==> src/rtl/traffic_ctrl_fsm.sv <==
// Two-road (NS/EW) intersection controller: 1 s prescaler, green/yellow/all-red phase
// sequencing, pedestrian-shortened greens, flashing-yellow night mode and a seconds countdown.
module traffic_ctrl_fsm #(
  parameter int unsigned TIME_1S  = 50000000,
  parameter int unsigned T_GREEN  = 15,
  parameter int unsigned T_YELLOW = 3,
  parameter int unsigned T_ALLRED = 1,
  parameter int unsigned T_PED    = 5,
  parameter int unsigned CNT_W    = 8
) (
  input  logic             clk,
  input  logic             rst_n,
  input  logic             night_mode,
  input  logic             ped_req,
  output logic [2:0]       led_ns,
  output logic [2:0]       led_ew,
  output logic [CNT_W-1:0] countdown,
  output logic [2:0]       phase
);

  localparam int unsigned PW = $clog2(TIME_1S);

  localparam logic [PW-1:0]    PRESC_MAX  = PW'(TIME_1S - 1);
  localparam logic [CNT_W-1:0] REM_GREEN  = CNT_W'(T_GREEN - 1);
  localparam logic [CNT_W-1:0] REM_YELLOW = CNT_W'(T_YELLOW - 1);
  localparam logic [CNT_W-1:0] REM_ALLRED = CNT_W'(T_ALLRED - 1);
  localparam logic [CNT_W-1:0] REM_PED    = CNT_W'(T_PED - 1);

  localparam logic [2:0] LAMP_G   = 3'b110;
  localparam logic [2:0] LAMP_Y   = 3'b101;
  localparam logic [2:0] LAMP_R   = 3'b011;
  localparam logic [2:0] LAMP_OFF = 3'b111;

  typedef enum logic [2:0] {
    StNsG   = 3'd0,
    StNsY   = 3'd1,
    StAr1   = 3'd2,
    StEwG   = 3'd3,
    StEwY   = 3'd4,
    StAr2   = 3'd5,
    StNight = 3'd6
  } state_e;

  state_e           state_q, state_d;
  logic [PW-1:0]    presc_q, presc_d;
  logic [CNT_W-1:0] rem_q, rem_d;
  logic             blink_q, blink_d;
  logic             ped_pend_q, ped_pend_d;
  logic             ped_green_q, ped_green_d;

  logic tick;
  logic is_green;
  logic ped_now;
  logic ped_clr;

  always_ff @(posedge clk or negedge rst_n) begin
    if (!rst_n) begin
      state_q     <= StNsG;
      presc_q     <= '0;
      rem_q       <= REM_GREEN;
      blink_q     <= 1'b1;
      ped_pend_q  <= 1'b0;
      ped_green_q <= 1'b0;
    end else begin
      state_q     <= state_d;
      presc_q     <= presc_d;
      rem_q       <= rem_d;
      blink_q     <= blink_d;
      ped_pend_q  <= ped_pend_d;
      ped_green_q <= ped_green_d;
    end
  end

  always_comb begin
    tick     = (presc_q == PRESC_MAX);
    presc_d  = tick ? '0 : presc_q + PW'(1);
    is_green = (state_q == StNsG) || (state_q == StEwG);
    // A request arriving on the tick cycle itself already counts for that tick.
    ped_now  = ped_pend_q | ped_req;

    state_d = state_q;
    rem_d   = rem_q;
    blink_d = blink_q;

    if (tick) begin
      case (state_q)
        StNsG, StEwG: begin
          if (rem_q == '0) begin
            state_d = (state_q == StNsG) ? StNsY : StEwY;
            rem_d   = REM_YELLOW;
          end else if (ped_now && (rem_q > REM_PED)) begin
            rem_d = REM_PED;
          end else begin
            rem_d = rem_q - CNT_W'(1);
          end
        end
        StNsY, StEwY: begin
          if (rem_q == '0) begin
            if (night_mode) begin
              state_d = StNight;
              rem_d   = '0;
              blink_d = 1'b1;
            end else begin
              state_d = (state_q == StNsY) ? StAr1 : StAr2;
              rem_d   = REM_ALLRED;
            end
          end else begin
            rem_d = rem_q - CNT_W'(1);
          end
        end
        StAr1, StAr2: begin
          if (rem_q == '0) begin
            state_d = (state_q == StAr1) ? StEwG : StNsG;
            rem_d   = REM_GREEN;
          end else begin
            rem_d = rem_q - CNT_W'(1);
          end
        end
        StNight: begin
          blink_d = ~blink_q;
          if (!night_mode) begin
            state_d = StAr2;
            rem_d   = REM_ALLRED;
          end
        end
        default: begin
          state_d = StNsG;
          rem_d   = REM_GREEN;
        end
      endcase
    end

    // A pending request is retired only once some green has been served while it was pending.
    ped_clr = (state_d != state_q) && ped_green_q &&
              ((state_d == StAr1) || (state_d == StAr2) || (state_d == StNight));
    ped_green_d = ped_clr ? 1'b0 : (ped_green_q | (is_green & ped_now));
    ped_pend_d  = (ped_clr ? 1'b0 : ped_pend_q) | (ped_req & (state_q != StNight));
  end

  always_comb begin
    led_ns = LAMP_R;
    led_ew = LAMP_R;
    case (state_q)
      StNsG:   led_ns = LAMP_G;
      StNsY:   led_ns = LAMP_Y;
      StEwG:   led_ew = LAMP_G;
      StEwY:   led_ew = LAMP_Y;
      StNight: begin
        led_ns = blink_q ? LAMP_Y : LAMP_OFF;
        led_ew = blink_q ? LAMP_Y : LAMP_OFF;
      end
      default: ;
    endcase
    countdown = (state_q == StNight) ? '0 : rem_q + CNT_W'(1);
    phase     = state_q;
  end

endmodule

==> config.mk <==
export PLATFORM = sky130hd
export DESIGN_NAME = traffic_ctrl_fsm
export DESIGN_NICKNAME = d
export VERILOG_FILES = /design/src/rtl/traffic_ctrl_fsm.sv
export SDC_FILE = /design/constraint.sdc
export NUM_CORES = 1
export LEC_CHECK = 0
export ABC_CLOCK_PERIOD_IN_PS = 2590
export BUFFER_PORTS_ARGS = -buffer_cell sky130_fd_sc_hd__buf_2
export CAP_MARGIN = 20
export CORE_UTILIZATION = 39
export DETAILED_ROUTE_END_ITERATION = 8
export GPL_TIMING_DRIVEN = 0
export HOLD_SLACK_MARGIN = 0.08
export PLACE_DENSITY = 0.53
export SLEW_MARGIN = 20
export SYNTH_ARGS = -nofsm -noshare
export SYNTH_HDL_FRONTEND = slang
export SYNTH_SLANG_ARGS = --single-unit
==> constraint.sdc <==
create_clock -name clk -period 2.59 [get_ports clk]
set_input_delay 0.1295 -clock clk [delete_from_list [all_inputs] [get_ports clk]]
set_output_delay 0.1295 -clock clk [all_outputs]
set_load 0.05 [all_outputs]
==> impl_metrics.yaml <==
status:
  status: "finished, final reports clean"
yosys:
  async_flop_share_pct: 100
  ys_ff_latch: 40
  synth.top_cell.area_share_pct: 34.5
  yosysTopAreaCell: "dfrtp_1"
  synth_top_flop_cell: "dfrtp_1"
  yosys_warnings: 0
  synth_area_leaders: "dfrtp_1 (35%), xnor2_1 (5.0%), nor2_1 (4.9%), nand3_1 (4.2%), dfstp_2 (4.0%)"
  netlist_area_sq_um: 2610
  synth_area_per_cell_sq_um: 8.81
  syn-num-nets: 304
  ys_seq_area_share_pct: 38.6
  synthDistinctLibCells: 58
  syn_inst: 296
  synth_edf_count: 0
flow_run:
  maxCapViolations: 0
sta:
  final-setup-viol-count: 0
  fin_crit_ns: 2.28
  slew_headroom_pct: 36.2
  rsz0062_at_grt: "false"
  fmax_mhz: 438
  maxSlewViolCount: 0
  setup_ws_ns: 0.308
  fin_crit_sh_pct: 88.1
  skew_ns: 0.00592
  hold_viol_final: 0
  tightestPinTransition_ns: 0.957
  fin_tns_setup_ns: 0
route:
  drt-initial-drc-count: 89
  post_drt_wl_per_cell_microns: 15.9
  drt_wl_total_mm: 6.39
  drtPass1Iterations: 4
  drtAntennaViolNets: 0
  vias_per_cell: 5.69
  route.detailed.drc: 0
  vias: 2288
cells_and_area:
  multi_input_area_sq_um: 1490
  drive_above_1_share_pct: 16.0
  nNetsFinal: 332
  n_fill_cell: 647
  n_antenna_cell: 0
  area_growth_pct: 11.6
  ff_latch_area_sq_um: 1010
setup_path:
  endpoint_kind: "flip-flop"
  cp.arrival_ns: 2.51
  cp_slowest_cell: "dfrtp_1"
  path_class: "flip-flop to flip-flop"
  path_cells: "inv_1 > ha_1 > nor3b_2 > nand2_2 > buf_2 > and3_1 > o311ai_1 > a21boi_1"
  critPathMaxStageDelay_ns: 0.48
  cp_max_fo: 10
  worstSetupStartpointType: "flip-flop"
  worstPathRequired_ns: 2.82
cts:
  clkSinkCount: 40
  clk_pin_slew_ns: 0.08
  clock_latency_ns: 0.30
  ctsResizeCount: 0
  cts_max_level: 2
  cts_buffer_depth: 2
  root_buffer: "clkbuf_8"
  cts_made_buffers: 5
  tritoncts: "done"
grt:
  grt_start_max_net_pins: 41
  grt_pass1_wl_mm: 11.1
  grt.overflow.total: 0
  grt_pass1_vias: 2211
  grt.total_usage_pct: 19.8
  antenna_found_initial: 0
hold_path:
  hp-class: "input pin to flip-flop"
placed_design:
  dp.final_hpwl_mm: 4.52
  io_buffers: 20
  dp_slack_ns: 0.342
  gp_congestion: 0.887
floorplan:
  die_h_microns: 83.8
  io_pins: 21
  num_rows: 29
  die-area_sq_um: 7020
  die_x_microns: 83.8
  start_util_pct: 40.8
  core_area_sq_um: 6390
pwr:
  p_leak_uw: 0.00125
  ir_drop_uv: 210
  power_density_nw_per_um2: 380
## path summary, 6_finish.rpt
kind,startpoint,to,slack (ns),depth (start not counted)
min,ped_req,ped_pend_q$_DFF_PN0_,0.15,3
max in group asynchronous,rst_n,phase[0]$_DFF_PN0_,1.48,2
min in group asynchronous,rst_n,presc_q[18]$_DFF_PN0_,0.51,2
max reg2reg,rem_q[0]$_DFFE_PN0P_,rem_q[3]$_DFFE_PN1P_,0.31,8
max,rem_q[0]$_DFFE_PN0P_,rem_q[3]$_DFFE_PN1P_,0.31,8
min reg2reg,ped_green_q$_DFF_PN0_,ped_green_q$_DFF_PN0_,0.49,1
## cell usage after synthesis, types with 4 or more instances
cell	instances
a21oi_1	8
and3_1	9
buf_2	6
clkbuf_1	4
dfrtp_1	36
dfstp_2	4
ha_1	4
inv_1	9
mux2i_1	5
nand2_1	25
nand3_1	22
nand4_1	8
nor2_1	34
nor2b_1	4
nor3_1	11
nor4_1	8
o21ai_0	10
or4_1	4
xnor2_1	15
xor2_1	10
## power breakdown
part           internal, uW  switching, uW  total [uW]
combinational          3.25           15.3        18.6
clock                   218            243         461
sequential              625          0.540         626
total                   846            259        1110
## per-stage QoR
step | hold WS, ns | power [uW] | cells | instance area (sq um) | utilization, %
final | 0.153 | 1110 | 402 | 2910 | 45.6
after global routing | 0.162 | 1150 | 402 | 2910 | 45.6
after detailed placement | 0.339 | 657 | 393 | 2800 | 43.9
after floorplan | -0.166 | 639 | 296 | 2610 | -
after CTS | 0.148 | 1120 | 402 | 2910 | 45.6
after global placement | 0.326 | 656 | 393 | 2800 | 43.9
## layer usage
metal	global-route usage, %	vias to the layer above	wire length, microns
li1	-	1137	-
met2	29.3	41	2740
met3	3.66	16	211
met1	28.5	1094	3280
met5	0	-	0
met4	7.40	0	157
## sequential cells by signal, indices dropped and copies added (netlist names)
| name | count |
|---|---|
| phase | 3 |
| presc_q | 26 |
| ped_green_q | 1 |
| ped_pend_q | 1 |
| blink_q | 1 |
| rem_q | 8 |
## critical path, delay by kind of cell (launching register included)
kind,cells,cell delay [ns]
AOI/OAI and AO/OA,2,0.52
DFF,1,0.48
and+or+nand+nor,3,0.67
adders and majority gates,1,0.22
buffers and inverters,2,0.34
## area by class of cell
type,count,share of cell area (%)
inverter,9,1.16
multi-input combinational,233,51.3
sequential,40,34.6
clock inverter,2,0.473
timing repair buffer,21,3.78
tap,77,3.31
buffer,14,2.58
clock buffer,6,2.84
## cell usage in the layout, fill, tap and decap left out, types with 3 or more instances in the layout
cell type / Yosys / layout
and3_1: 9 / 9
mux2i_1: 5 / 5
nand3_1: 22 / 22
nand2_1: 25 / 25
dfstp_2: 4 / 4
nand4_1: 8 / 8
dfrtp_1: 36 / 36
nor3_1: 11 / 11
buf_2: 6 / 26
o21ai_1: 3 / 3
and2_1: 3 / 3
o211ai_1: 3 / 3
ha_1: 4 / 4
xor2_1: 10 / 10
or4_1: 4 / 4
inv_1: 9 / 9
clkbuf_1: 4 / 4
and4_1: 3 / 3
xnor2_1: 15 / 15
clkbuf_8: 0 / 6
nor2_1: 34 / 34
nor4_1: 8 / 8
nor2b_1: 4 / 4
nand2b_1: 3 / 3
o21ai_0: 10 / 10
a21oi_1: 8 / 8
## cell families after synthesis
| group | count (synthesis) | share of synthesized area (%) |
|---|---|---|
| compound gates | 50 | 13.8 |
| fa+ha+maj | 4 | 1.92 |
| xor+xnor | 25 | 8.40 |
| simple gates | 148 | 30.8 |
| buf+inv | 23 | 4.17 |
| mux | 6 | 2.35 |
| flops | 40 | 38.6 |
## repair_timing
action | 4_1_cts | 5_1_grt
hold buffers | 1 | 0
endpoints found under the hold margin | 36 | 0
setup buffers | 0 | 0
endpoints found under the setup margin | 0 | 0
No activity file was read; power rests on OpenSTA's default activity.
